--- src/rtl/riscv_pipe_pkg.sv ---
// Shared definitions for the 5-stage RISC-V pipeline control logic.
//   RESULT_MEM       : resultSrc encoding that marks a load.
//   FWD_REG/WB/MEM   : ALU operand forwarding selects.
//   hazard_state_t   : hazard unit memory-wait FSM states.
package riscv_pipe_pkg;

  localparam logic [1:0] RESULT_MEM = 2'b01;

  localparam logic [1:0] FWD_REG = 2'b00;
  localparam logic [1:0] FWD_WB  = 2'b01;
  localparam logic [1:0] FWD_MEM = 2'b10;

  typedef enum logic [1:0] {
    RUN      = 2'd0,
    MEM_WAIT = 2'd1,
    ERROR    = 2'd2
  } hazard_state_t;

endpackage

--- src/rtl/hazard_unit_if.sv ---
// Bundle of pipeline-side signals seen by the hazard unit.
//   master : pipeline datapath (drives register fields and memory status,
//            receives forwarding selects, stall/flush controls, counters).
//   slave  : hazard_unit.
interface hazard_unit_if #(
  parameter int CNT_W = 32
);
  // Register fields and status from the datapath
  logic [4:0]       Rs1D, Rs2D;
  logic [4:0]       Rs1E, Rs2E, RdE;
  logic [1:0]       resultSrcE;
  logic             PCSrcE;
  logic [4:0]       RdM, RdW;
  logic             regWriteM, regWriteW;
  logic             memAccessM, memReadyM;
  // Controls back to the datapath
  logic [1:0]       forwardAE, forwardBE;
  logic             stallF, stallD, stallE, stallM;
  logic             flushD, flushE, flushW;
  logic             memError;
  logic [CNT_W-1:0] stallCount, flushCount;

  modport master (
    output Rs1D, Rs2D, Rs1E, Rs2E, RdE, resultSrcE, PCSrcE,
           RdM, RdW, regWriteM, regWriteW, memAccessM, memReadyM,
    input  forwardAE, forwardBE, stallF, stallD, stallE, stallM,
           flushD, flushE, flushW, memError, stallCount, flushCount
  );

  modport slave (
    input  Rs1D, Rs2D, Rs1E, Rs2E, RdE, resultSrcE, PCSrcE,
           RdM, RdW, regWriteM, regWriteW, memAccessM, memReadyM,
    output forwardAE, forwardBE, stallF, stallD, stallE, stallM,
           flushD, flushE, flushW, memError, stallCount, flushCount
  );

endinterface

--- src/rtl/hazard_unit_forward_sel.sv ---
// Forwarding select for one ALU operand in EX.
//   RsE                  : source register of the operand.
//   RdM, regWriteM       : destination / write enable in MEM.
//   RdW, regWriteW       : destination / write enable in WB.
//   forward              : FWD_MEM, FWD_WB or FWD_REG.
// MEM wins over WB because it holds the younger result; x0 is never forwarded.
module forward_sel
  import riscv_pipe_pkg::*;
(
  input  logic [4:0] RsE,
  input  logic [4:0] RdM,
  input  logic [4:0] RdW,
  input  logic       regWriteM,
  input  logic       regWriteW,
  output logic [1:0] forward
);

  always_comb begin
    if (regWriteM && (RdM != 5'd0) && (RdM == RsE))
      forward = FWD_MEM;
    else if (regWriteW && (RdW != 5'd0) && (RdW == RsE))
      forward = FWD_WB;
    else
      forward = FWD_REG;
  end

endmodule

--- src/rtl/hazard_unit.sv ---
// Hazard and forwarding controller for the 5-stage pipeline.
//   clk, rst : clock and synchronous active-high reset.
//   hz       : hazard_unit_if slave port (register fields, memory status in;
//              forwarding selects, stall/flush controls, memError and the
//              saturating stall/flush counters out).
// Stall and flush outputs are combinational from inputs and FSM state. A data
// memory access that stays not-ready freezes the pipeline; after MEM_TIMEOUT
// consecutive not-ready cycles the unit locks in ERROR until reset.
module hazard_unit
  import riscv_pipe_pkg::*;
#(
  parameter int MEM_TIMEOUT = 16,
  parameter int CNT_W       = 32
) (
  input  logic clk,
  input  logic rst,
  hazard_unit_if.slave hz
);

  localparam int WAIT_W = $clog2(MEM_TIMEOUT + 1);

  hazard_state_t     state;
  // Number of not-ready cycles already completed in the current wait.
  logic [WAIT_W-1:0] waitCnt;
  logic [WAIT_W-1:0] waitNext;
  logic              timeoutHit;
  logic              memErrorQ;
  logic [CNT_W-1:0]  stallCountQ, flushCountQ;

  logic [1:0] fwdA, fwdB;
  logic       lwStall, memStall;
  logic       frozen, branchFlush, loadStall;

  forward_sel u_fwd_a (
    .RsE       (hz.Rs1E),
    .RdM       (hz.RdM),
    .RdW       (hz.RdW),
    .regWriteM (hz.regWriteM),
    .regWriteW (hz.regWriteW),
    .forward   (fwdA)
  );

  forward_sel u_fwd_b (
    .RsE       (hz.Rs2E),
    .RdM       (hz.RdM),
    .RdW       (hz.RdW),
    .regWriteM (hz.regWriteM),
    .regWriteW (hz.regWriteW),
    .forward   (fwdB)
  );

  assign lwStall  = (hz.resultSrcE == RESULT_MEM) && (hz.RdE != 5'd0) &&
                    ((hz.RdE == hz.Rs1D) || (hz.RdE == hz.Rs2D));
  assign memStall = hz.memAccessM && !hz.memReadyM;

  // Pipeline frozen on a not-ready memory cycle or in ERROR. The release
  // cycle of a wait is not frozen, so a branch held in EX is flushed then.
  assign frozen = (state == ERROR) ||
                  ((state == RUN) && memStall) ||
                  ((state == MEM_WAIT) && !hz.memReadyM);

  // Branch flush outranks the load-use stall: the load's consumer is squashed.
  assign branchFlush = !frozen && hz.PCSrcE;
  assign loadStall   = !frozen && !hz.PCSrcE && lwStall;

  // Count including the current not-ready cycle; waitCnt is 0 in RUN.
  assign waitNext   = waitCnt + WAIT_W'(1);
  assign timeoutHit = (waitNext == WAIT_W'(MEM_TIMEOUT));

  assign hz.forwardAE = rst ? FWD_REG : fwdA;
  assign hz.forwardBE = rst ? FWD_REG : fwdB;
  assign hz.stallF    = !rst && (frozen || loadStall);
  assign hz.stallD    = !rst && (frozen || loadStall);
  assign hz.stallE    = !rst && frozen;
  assign hz.stallM    = !rst && frozen;
  assign hz.flushD    = rst || branchFlush;
  assign hz.flushE    = rst || branchFlush || loadStall;
  assign hz.flushW    = rst || frozen;

  assign hz.memError   = memErrorQ;
  assign hz.stallCount = stallCountQ;
  assign hz.flushCount = flushCountQ;

  // NOTE: sequential state uses non-blocking assignments so every register
  // samples pre-edge values regardless of statement order.
  always_ff @(posedge clk) begin
    if (rst) begin
      state       <= RUN;
      waitCnt     <= '0;
      memErrorQ   <= 1'b0;
      stallCountQ <= '0;
      flushCountQ <= '0;
    end else begin
      case (state)
        RUN: begin
          if (memStall) begin
            if (timeoutHit) begin
              state     <= ERROR;
              memErrorQ <= 1'b1;
            end else begin
              state <= MEM_WAIT;
            end
            waitCnt <= waitNext;
          end
        end
        MEM_WAIT: begin
          if (hz.memReadyM) begin
            state   <= RUN;
            waitCnt <= '0;
          end else if (timeoutHit) begin
            state     <= ERROR;
            memErrorQ <= 1'b1;
            waitCnt   <= waitNext;
          end else begin
            waitCnt <= waitNext;
          end
        end
        ERROR:   state <= ERROR;
        default: state <= RUN;
      endcase

      if (hz.stallF && (stallCountQ != '1))
        stallCountQ <= stallCountQ + CNT_W'(1);
      if (branchFlush && (flushCountQ != '1))
        flushCountQ <= flushCountQ + CNT_W'(1);
    end
  end

endmodule

--- src/flat_wrapper.sv ---
// flat-port wrapper written by rule: the top's interface ports become plain ports
module hazard_unit_flat import riscv_pipe_pkg::*;
#(
  parameter int MEM_TIMEOUT = 16,
  parameter int CNT_W       = 32
)
  (clk, rst, hz_Rs1D, hz_Rs2D, hz_Rs1E, hz_Rs2E, hz_RdE, hz_resultSrcE, hz_PCSrcE, hz_RdM, hz_RdW, hz_regWriteM, hz_regWriteW, hz_memAccessM, hz_memReadyM, hz_forwardAE, hz_forwardBE, hz_stallF, hz_stallD, hz_stallE, hz_stallM, hz_flushD, hz_flushE, hz_flushW, hz_memError, hz_stallCount, hz_flushCount);
  hazard_unit_if #(.CNT_W(CNT_W)) hz_i ();
  input  logic clk;
  input  logic rst;
  input wire logic [$bits(hz_i.Rs1D)-1:0] hz_Rs1D;
  input wire logic [$bits(hz_i.Rs2D)-1:0] hz_Rs2D;
  input wire logic [$bits(hz_i.Rs1E)-1:0] hz_Rs1E;
  input wire logic [$bits(hz_i.Rs2E)-1:0] hz_Rs2E;
  input wire logic [$bits(hz_i.RdE)-1:0] hz_RdE;
  input wire logic [$bits(hz_i.resultSrcE)-1:0] hz_resultSrcE;
  input wire logic [$bits(hz_i.PCSrcE)-1:0] hz_PCSrcE;
  input wire logic [$bits(hz_i.RdM)-1:0] hz_RdM;
  input wire logic [$bits(hz_i.RdW)-1:0] hz_RdW;
  input wire logic [$bits(hz_i.regWriteM)-1:0] hz_regWriteM;
  input wire logic [$bits(hz_i.regWriteW)-1:0] hz_regWriteW;
  input wire logic [$bits(hz_i.memAccessM)-1:0] hz_memAccessM;
  input wire logic [$bits(hz_i.memReadyM)-1:0] hz_memReadyM;
  output wire logic [$bits(hz_i.forwardAE)-1:0] hz_forwardAE;
  output wire logic [$bits(hz_i.forwardBE)-1:0] hz_forwardBE;
  output wire logic [$bits(hz_i.stallF)-1:0] hz_stallF;
  output wire logic [$bits(hz_i.stallD)-1:0] hz_stallD;
  output wire logic [$bits(hz_i.stallE)-1:0] hz_stallE;
  output wire logic [$bits(hz_i.stallM)-1:0] hz_stallM;
  output wire logic [$bits(hz_i.flushD)-1:0] hz_flushD;
  output wire logic [$bits(hz_i.flushE)-1:0] hz_flushE;
  output wire logic [$bits(hz_i.flushW)-1:0] hz_flushW;
  output wire logic [$bits(hz_i.memError)-1:0] hz_memError;
  output wire logic [$bits(hz_i.stallCount)-1:0] hz_stallCount;
  output wire logic [$bits(hz_i.flushCount)-1:0] hz_flushCount;
  assign hz_i.Rs1D = hz_Rs1D;
  assign hz_i.Rs2D = hz_Rs2D;
  assign hz_i.Rs1E = hz_Rs1E;
  assign hz_i.Rs2E = hz_Rs2E;
  assign hz_i.RdE = hz_RdE;
  assign hz_i.resultSrcE = hz_resultSrcE;
  assign hz_i.PCSrcE = hz_PCSrcE;
  assign hz_i.RdM = hz_RdM;
  assign hz_i.RdW = hz_RdW;
  assign hz_i.regWriteM = hz_regWriteM;
  assign hz_i.regWriteW = hz_regWriteW;
  assign hz_i.memAccessM = hz_memAccessM;
  assign hz_i.memReadyM = hz_memReadyM;
  assign hz_forwardAE = hz_i.forwardAE;
  assign hz_forwardBE = hz_i.forwardBE;
  assign hz_stallF = hz_i.stallF;
  assign hz_stallD = hz_i.stallD;
  assign hz_stallE = hz_i.stallE;
  assign hz_stallM = hz_i.stallM;
  assign hz_flushD = hz_i.flushD;
  assign hz_flushE = hz_i.flushE;
  assign hz_flushW = hz_i.flushW;
  assign hz_memError = hz_i.memError;
  assign hz_stallCount = hz_i.stallCount;
  assign hz_flushCount = hz_i.flushCount;
  hazard_unit #(.MEM_TIMEOUT(MEM_TIMEOUT), .CNT_W(CNT_W)) u_core (.clk(clk), .rst(rst), .hz(hz_i));
endmodule
--- config.mk ---
export PLATFORM = sky130hd
export DESIGN_NAME = hazard_unit_flat
export DESIGN_NICKNAME = d
export VERILOG_FILES = /design/src/rtl/riscv_pipe_pkg.sv /design/src/rtl/hazard_unit_if.sv /design/src/rtl/hazard_unit_forward_sel.sv /design/src/rtl/hazard_unit.sv /design/src/flat_wrapper.sv
export SDC_FILE = /design/constraint.sdc
export NUM_CORES = 1
export LEC_CHECK = 0
export BUFFER_PORTS_ARGS = -buffer_cell sky130_fd_sc_hd__buf_4
export CAP_MARGIN = 20
export CELL_PAD_IN_SITES_DETAIL_PLACEMENT = 2
export CELL_PAD_IN_SITES_GLOBAL_PLACEMENT = 2
export CORE_UTILIZATION = 26
export CTS_CLUSTER_DIAMETER = 50
export DETAILED_ROUTE_END_ITERATION = 8
export PLACE_DENSITY_LB_ADDON = 0.1
export RECOVER_POWER = 100
export SKIP_LAST_GASP = 1
export SYNTH_ARGS = -nofsm -noshare
export SYNTH_HDL_FRONTEND = slang
export SYNTH_SLANG_ARGS = --single-unit
--- constraint.sdc ---
create_clock -name clk -period 2.1 [get_ports clk]
set_input_delay 0.315 -clock clk [delete_from_list [all_inputs] [get_ports clk]]
set_output_delay 0.315 -clock clk [all_outputs]
set_load 0.05 [all_outputs]
==> out/qor.yml, run 1 <==
synth_seq_cells: 72
dieArea_sq_um: 15790
cts_htree_levels: 3
cts_buffers: 9
slew_viol_final: 0
crit_path_max_fanout: 4
synth_edf_count: 0
overflow: 0
n_fill_cell: 1676
row_count: 44
ys_warn_count: 0
post-route-min-period_ns: 2.120
setup_slack_ns: -0.02035
setup_violations: 2
holdBufCountCts: 0
path_class: "reg -> reg"
die_y_um: 125.6
antenna_found_initial: 0
dr.pass1.iters: 6
finalPower_mw: 3.302
violations: "design-rule violations, negative setup slack"
grt_pass1_wl_um: 25430
initial_core_util_pct: 27.04
worstHoldStart: "hz_memReadyM"
drc: 2
cts_tree: "built"
grt_use_total_pct: 20.42
worstReg2RegEnd: "u_core.hz.stallCount[31]"
ys_seq_area_share_pct: 36.26
cp-end-kind: "register"
worst_pin_slew_ns: 0.6126
clk_path_buf_depth: 2
status: "finished with violations"
path_clk_slew_ns: 0.06
hold_viol_final: 0
crit_arrival_ns: 2.40
dr.first_iter.drc_count: 158
hold_end: "u_core.state[0]"
holdCritPathClass: "in -> reg"
cellLeakagePower_nw: 2.262
io_buffers: 119
ant_nets: 0
timing.rr.start: "u_core.hz.stallCount[1]"
placed_cell_area_sq_um: 5816
die_w_um: 125.6
synthDistinctLibCells: 51
ios: 120
final_cell_area_sq_um: 6266
viasPerCell: 5.102
dr_total_vias: 4515
synth_cells: 490
worstPathRequired_ns: 2.38
r2r_cells: 8
dp.cells: 848
maxSlewHeadroom_pct: 59.33
routedWlPerCell_um: 18.50
ir_drop_mv: 0.3342
fin_cells: 885
powerDensity_nw_per_um2: 526.9
drive_gt1_share_pct: 39.66
avgSynthCellArea_sq_um: 8.112
antenna_cells: 0
syn_area_sq_um: 3975
num-nets-final: 743
rsz0062_at_grt: "yes"
r2r_slack_ns: -0.02
post-dp-hpwl_um: 11770
core_area_sq_um: 14700
fmax_ghz: 0.4716
cts.sinks: 72
clk_latency_ns: 0.34
period_share_pct: 101.0
drv_cap: 0
grt_max_degree: 42
wl_um: 16370
fin_worst_skew_ns: 0.01246
cts_root_buf: "clkbuf_16"
hold_path_depth: 4
critPathLaunchType: "register"
area_growth_pct: 57.63
synthFlopType: "dfxtp_1"
async_flop_share_pct: 0
synth_nets: 537
place_congestion: 0.7894
grt_pass1_vias: 4896
## Yosys cell counts (all sizes together) (9+ instances only)
cell type,count,share of area (%)
clkbuf,12,1.1
and3,18,2.9
o21ai,27,3.5
o31ai,12,2.3
dfxtp,72,36
nor4,10,1.6
or3,21,3.3
nand2,39,3.7
nand4,10,2.0
xor2,23,5.1
a21oi,38,4.8
buf,9,1.6
or4,21,4.0
nor2,44,4.2
nor3,16,2.0
xnor2,35,7.7
nand3,34,4.3
## registers in the layout, indices dropped and copies added (netlist names)
| name | flops |
|---|---|
| u_core.hz.flushCount | 32 |
| u_core.hz.stallCount | 32 |
| u_core.waitCnt | 5 |
| u_core.state | 2 |
| u_core.hz.memError | 1 |
## cell type report
| cell class | instances | area, sq um | area share (%) |
|---|---|---|---|
| clock buffer | 15 | 269.0 | 4.293 |
| clock inverter | 1 | 5.005 | 0.07987 |
| inverter | 3 | 11.26 | 0.1797 |
| multi-input combinational | 393 | 2698 | 43.05 |
| sequential | 72 | 1599 | 25.52 |
| tap | 184 | 230.2 | 3.674 |
| timing repair buffer | 217 | 1454 | 23.20 |
## what timing repair did
item                       in CTS  in global routing
gates cloned                    0                  2
pin swaps                      14                 21
buffers inserted                7                 12
setup endpoints to repair      22                 37
gates resized for setup        33                 37
## stage by stage
step	TNS, ns	hold WS (ns)	util, %	setup slack [ns]
6_report	-0.02829	0.3886	42.63	-0.02035
5_1_grt	-0.5449	0.3843	42.63	-0.08981
4_1_cts	-0.2348	0.4666	42.73	-0.03923
3_5_place_dp	-4.590	0.4750	39.56	-0.2214
3_3_place_gp	-2.507	0.4678	39.56	-0.1643
2_1_floorplan	-0.1658	0.4647	-	-0.1311
## layout by cell type, fill, tap and decap left out, drive strengths merged, types with 2 or more instances in the layout
master / Yosys / routed
nor3: 16 / 16
a211oi: 2 / 2
o31ai: 12 / 12
o21ai: 27 / 27
a21oi: 38 / 38
or4: 21 / 21
dfxtp: 72 / 72
nor2: 44 / 44
nand2: 39 / 39
and3b: 2 / 2
and2: 3 / 3
ha: 3 / 3
nor2b: 3 / 3
xor2: 23 / 23
o211ai: 3 / 3
o211a: 2 / 2
and4: 6 / 6
o21ba: 2 / 2
o21bai: 2 / 2
nand3: 34 / 34
and3: 18 / 18
clkbuf: 12 / 87
inv: 3 / 3
nand4: 10 / 10
nor4: 10 / 10
xnor2: 35 / 35
or2: 3 / 3
buf: 9 / 145
or3: 21 / 21
nand2b: 3 / 3
## report_power, final
part / internal (mW) / switching [mW] / leakage, nW
logic: 0.218 / 0.264 / 1.51
registers: 1.34 / 0.0123 / 0.620
clock network: 0.873 / 0.597 / 0.133
total: 2.43 / 0.874 / 2.26
## routing by layer
layer | GRT usage, % | wire length (um) | vias to the layer above | share of wire (%)
li1 | - | - | 2198 | -
met1 | 23.21 | 6854 | 2242 | 42
met2 | 38.46 | 8863 | 59 | 54
met3 | 3.653 | 474 | 16 | 2.9
met4 | 6.241 | 180 | 0 | 1.1
met5 | 0 | 0 | - | 0
## critical path: stages (launching register included)
cell,delay [ns]
dfxtp_4,0.35
ha_4,0.16
and2_4,0.15
and3_4,0.17
a211oi_2,0.22
o211ai_1,0.22
buf_4,0.20
or4_4,0.47
a21oi_2,0.12
## cells by family (layout without fill, tap and decap cells)
kind of cell	count (synthesis)	count (layout)	synth area share, %
simple gates	235	235	32.01
xor+xnor	58	58	12.78
buf+inv	25	236	3.242
flops	72	72	36.26
mux	1	1	0.2518
fa+ha+maj	3	3	0.9444
compound gates	96	96	14.51
## how the worst max path moves through the flow
| stage | startpoint | end | slack [ns] | cells past startpoint |
|---|---|---|---|---|
| floorplan | hz_RdM[0] | hz_forwardAE[0] | -0.13 | 4 |
| global placement | hz_RdE[0] | u_core.hz.stallCount[1] | -0.16 | 8 |
| detailed placement | hz_RdE[0] | u_core.hz.stallCount[3] | -0.22 | 10 |
| CTS | u_core.state[0] | hz_flushE | -0.04 | 6 |
| global route | u_core.hz.stallCount[1] | u_core.hz.stallCount[31] | -0.09 | 8 |
| finish | u_core.hz.stallCount[1] | u_core.hz.stallCount[31] | -0.02 | 8 |
Power figures use the tool's default switching activity.
==> run 2: changes to the inputs <==
--- a/config.mk
+++ b/config.mk
@@ -11,9 +11,11 @@
 export CELL_PAD_IN_SITES_GLOBAL_PLACEMENT = 2
 export CORE_UTILIZATION = 26
 export CTS_CLUSTER_DIAMETER = 50
+export CTS_CLUSTER_SIZE = 8
 export DETAILED_ROUTE_END_ITERATION = 8
 export PLACE_DENSITY_LB_ADDON = 0.1
 export RECOVER_POWER = 100
+export REMOVE_ABC_BUFFERS = 1
 export SKIP_LAST_GASP = 1
 export SYNTH_ARGS = -nofsm -noshare
 export SYNTH_HDL_FRONTEND = slang
==> run 2 against run 1 <==
The run still ends with design-rule violations, negative setup slack left. Clock skew fell by 0.0049 ns. Sequential cell count unchanged. Worst hold slack better by 0.034 ns. Final cell count increased by 4.5%. First-iteration DRC count shrank 3.2%. Via count grew 4.4%. Register-to-register slack about the same. Critical endpoint is now u_core.hz.stallCount[13]. Global-route usage increased by 0.36 points. Sequential share of layout area is 2.9 points lower.
==> out/qor.yml, run 2 (synthesis gave the netlist of run 1 again) <==
status: "finished with violations"
violations: "design-rule violations, negative setup slack"
critPathLaunchType: "register"
antenna_cells: 0
clk_path_buf_depth: 2
rsz0062_at_grt: "yes"
wl_um: 16340
ant_nets: 0
grt_use_total_pct: 20.77
cp-end-kind: "register"
clk_latency_ns: 0.34
hold_viol_final: 0
crit_arrival_ns: 2.41
critical_path_buf_inv_count: 1
cts_root_buf: "clkbuf_16"
placed_cell_area_sq_um: 5853
fin_worst_skew_ns: 0.007588
cts_tree: "built"
grt_max_degree: 78
dr.first_iter.drc_count: 153
antenna_found_initial: 0
drv_cap: 0
max_stage_delay_ns: 0.62
place_ws_ns: -0.1785
num-nets-final: 783
place_congestion: 0.7959
hold_path_depth: 4
setup_slack_ns: -0.03168
crit_chain: "ha_4 > buf_6 > and3_4 > nand4_1 > o32a_1 > o21ai_4 > or4_2 > a21oi_1"
slowest_stage: "or4_2"
cts_htree_levels: 3
ir_drop_mv: 0.3441
final_common_cell: "buf_4"
holdCritPathClass: "in -> reg"
holdBufCountCts: 0
crit_path_max_fanout: 6
cp.depth: 8
cts.sinks: 72
dieArea_sq_um: 15790
fin_cells: 925
holdWs_ns: 0.4230
dp.cells: 885
routedWlPerCell_um: 17.66
core_area_sq_um: 14700
post-route-min-period_ns: 2.132
layout_common_cells: "buf_4, clkbuf_1, dfxtp_1"
path_class: "reg -> reg"
path_delay_family: "simple AND/OR/NAND/NOR gates"
r2r_cells: 8
io_buffers: 119
overflow: 0
slew_viol_final: 0
drc: 9
period_share_pct: 101.5
final_cell_area_sq_um: 6404
viasPerCell: 5.094
dr.pass1.iters: 6
ios: 120
grt_pass1_wl_um: 26290
cellLeakagePower_nw: 2.449
grt_pass1_vias: 5272
path_clk_slew_ns: 0.06
drive_gt1_share_pct: 36.03
powerDensity_nw_per_um2: 522.6
maxSlewHeadroom_pct: 58.22
row_count: 44
area_growth_pct: 61.10
post-dp-hpwl_um: 11650
initial_core_util_pct: 27.04
worst_pin_slew_ns: 0.6294
die_w_um: 125.6
dr_total_vias: 4712
die_y_um: 125.6
cts_buffers: 9
fin_util_pct: 43.56
setup_violations: 7
fmax_ghz: 0.4691
worstPathRequired_ns: 2.38
## run 2: path summary, 6_finish.rpt
kind / start / end / slack, ns
min: hz_memReadyM / u_core.state[0] / 0.42
min reg2reg: u_core.hz.memError / u_core.hz.memError / 0.51
max reg2reg: u_core.hz.stallCount[1] / u_core.hz.stallCount[13] / -0.03
max: u_core.hz.stallCount[1] / u_core.hz.stallCount[13] / -0.03
## run 2: metrics by stage
| stage | setup TNS (ns) | power, mW |
|---|---|---|
| 2_1_floorplan | -35.46 | 1.590 |
| 3_3_place_gp | -1.458 | 1.819 |
| 3_5_place_dp | -3.211 | 1.833 |
| 4_1_cts | -0.5746 | 3.382 |
| 5_1_grt | -2.679 | 3.494 |
| 6_report | -0.1099 | 3.347 |
## run 2: repair_timing
action                                 4_1_cts  5_1_grt
pin swaps                                   12       30
setup endpoints to repair                   41       56
setup buffers                                9       11
gates resized for setup                     45       49
gates cloned                                 4        0
endpoints found under the hold margin        0        0
## run 2: metal layers
metal | GRT usage [%] | share of wire, %
met5 | 0 | 0
met2 | 38.82 | 52
met1 | 23.29 | 42
met3 | 3.356 | 3.7
met4 | 8.537 | 2.0
## run 2: report_power, final
group	internal [mW]	switching [mW]
sequential	1.38	0.0116
clock	0.866	0.600
combinational	0.229	0.262
## run 2: final cells by class
type | count | area (sq um)
clock buffer | 14 | 264.0
tap | 184 | 230.2
multi-input combinational | 394 | 2711
sequential | 72 | 1448
inverter | 3 | 11.26
fill | 1692 | 8295
timing repair buffer | 256 | 1725
clock inverter | 2 | 13.76
## run 2: worst register-to-register path, stage by stage (launching register included)
cell and delay, ns:
dfxtp_2 0.34, ha_4 0.16, buf_6 0.11, and3_4 0.17, nand4_1 0.12, o32a_1 0.26
o21ai_4 0.15, or4_2 0.62, a21oi_1 0.16
==> run 3: changes to the inputs <==
--- a/config.mk
+++ b/config.mk
@@ -16,7 +16,6 @@
 export PLACE_DENSITY_LB_ADDON = 0.1
 export RECOVER_POWER = 100
 export REMOVE_ABC_BUFFERS = 1
-export SKIP_LAST_GASP = 1
 export SYNTH_ARGS = -nofsm -noshare
 export SYNTH_HDL_FRONTEND = slang
 export SYNTH_SLANG_ARGS = --single-unit
==> constraint.sdc (replaced) <==
create_clock -name clk -period 1.9 [get_ports clk]
set_input_delay 0.285 -clock clk [delete_from_list [all_inputs] [get_ports clk]]
set_output_delay 0.285 -clock clk [all_outputs]
set_load 0.05 [all_outputs]
==> run 3 against run 2 <==
The flow still finishes with violations (design-rule violations, negative setup slack). Die area is the same. Worst setup slack worse by 0.32 ns. Non-clock buffer count increased by 40. Total power is 18% higher. Critical path depth grew 1. Utilization grew 6.5 points. Final area rose by 15%. First-iteration DRC count up 33%. Wire length increased by 39%. Final cell count increased by 4.1%. Critical path type unchanged. Critical endpoint is now u_core.hz.stallCount[16]. Highest routed layer unchanged.
==> out/qor.yml, run 3 (synthesis gave the netlist of run 1 again) <==
cts_tree: "built"
setup_slack_ns: -0.3518
wl_um: 22720
path_clk_slew_ns: 0.06
critical_path_buf_inv_count: 2
dieArea_sq_um: 15790
area_growth_pct: 85.27
cp-startpoint: "u_core.hz.stallCount[1]"
finalPower_mw: 3.946
fmax_ghz: 0.4441
cts_buffers: 9
cts.sinks: 72
cellLeakagePower_nw: 2.896
viasPerCell: 5.326
powerDensity_nw_per_um2: 535.8
tns_ns: -13.46
worst_pin_slew_ns: 0.6579
post-route-min-period_ns: 2.252
place_ws_ns: -0.3251
holdBufCountCts: 0
ir_drop_mv: 0.6216
grt_pass1_vias: 5467
path_class: "reg -> reg"
maxSlewHeadroom_pct: 56.33
crit_path_max_fanout: 7
routedWlPerCell_um: 23.60
place_congestion: 0.8217
setup_violations: 69
post-dp-hpwl_um: 12030
status: "finished with violations"
wl_met1_um: 9056
overflow: 0
route.met3.wl_um: 971
dr.first_iter.drc_count: 204
drc: 9
die_y_um: 125.6
cp-end-kind: "register"
antenna_cells: 0
drive_gt1_share_pct: 51.86
slowest_stage: "or4_1"
ant_nets: 0
hold_viol_final: 0
layout_common_cells: "buf_4, dfxtp_1, clkbuf_1"
dr.pass1.iters: 6
grt_use_total_pct: 23.07
die_w_um: 125.6
max_stage_delay_ns: 0.48
fin_cells: 963
clk_latency_ns: 0.35
rsz0062_at_grt: "yes"
drv_cap: 0
period_share_pct: 118.5
cp_common_cell: "buf_6"
timing.rr.start: "u_core.hz.stallCount[1]"
row_count: 44
worstHoldStart: "hz_memReadyM"
dr_total_vias: 5129
n_fill_cell: 1596
crit_chain: "ha_4 > buf_6 > and3_4 > nand4_1 > o32a_1 > o21ai_4 > buf_6 > or4_1 > a21oi_1"
grt_pass1_wl_um: 28970
grt_max_degree: 42
slew_viol_final: 0
antenna_found_initial: 0
cts_root_buf: "clkbuf_16"
holdCritPathClass: "in -> reg"
core_area_sq_um: 14700
num-nets-final: 822
crit_arrival_ns: 2.50
fin_worst_skew_ns: 0.006567
final_common_cell: "buf_4"
wl_met2_um: 11960
worstPathRequired_ns: 2.15
path_delay_family: "simple AND/OR/NAND/NOR gates"
violations: "design-rule violations, negative setup slack"
ios: 120
clk_path_buf_depth: 2
r2r_slack_ns: -0.35
maxUsedRoutingLayer: "met4"
initial_core_util_pct: 27.04
cts_htree_levels: 3
io_buffers: 119
critPathLaunchType: "register"
dp.cells: 904
## run 3: path summary, 6_finish.rpt
path,end,cells after the start
worst min register to register,u_core.hz.memError,2
worst max register to register,u_core.hz.stallCount[16],9
worst min-delay path,u_core.state[0],4
worst max-delay path,u_core.hz.stallCount[16],9
## run 3: tightest hold or removal path, delay by kind of cell
family | cells | cell delay (ns)
buffers and inverters | 2 | 0.23
AO/OA/AOI/OAI | 1 | 0.14
AND/OR/NAND/NOR | 1 | 0.06
## run 3: stage by stage
step | hold slack (ns) | cell area (sq um) | util [%]
floorplan | 0.3541 | 3857 | -
detailed placement | 0.5033 | 5996 | 40.79
finish | 0.3960 | 7365 | 50.10
CTS | 0.3890 | 6938 | 47.20
global route | 0.3983 | 7365 | 50.10
global placement | 0.4587 | 5996 | 40.79
## run 3: timing repair
| action | 4_1_cts | 5_1_grt |
|---|---|---|
| setup buffers | 21 | 23 |
| endpoints found under the hold margin | 0 | 0 |
| pin swaps | 69 | 50 |
| gates cloned | 2 | 0 |
| gates resized for setup | 129 | 94 |
| setup endpoints to repair | 72 | 74 |
## run 3: metal layers
metal / global-route usage (%) / up-vias
met2: 43.69 / 156
met1: 26.20 / 2571
li1: - / 2346
met4: 6.528 / 0
met5: 0 / -
met3: 4.163 / 56
## run 3: power by group
part	switching (mW)	internal, mW
registers	0.0148	1.52
logic	0.339	0.302
clock network	0.723	1.05
## run 3: layout make-up
type,instances,area (sq um),area share [%]
clock buffers,12,246.5,3.347
clock inverters,3,42.54,0.5776
flip-flops and latches,72,1470,19.96
repair buffers,296,2281,30.97
inverters,3,11.26,0.1529
well taps,184,230.2,3.126
multi-input cells,393,3083,41.86
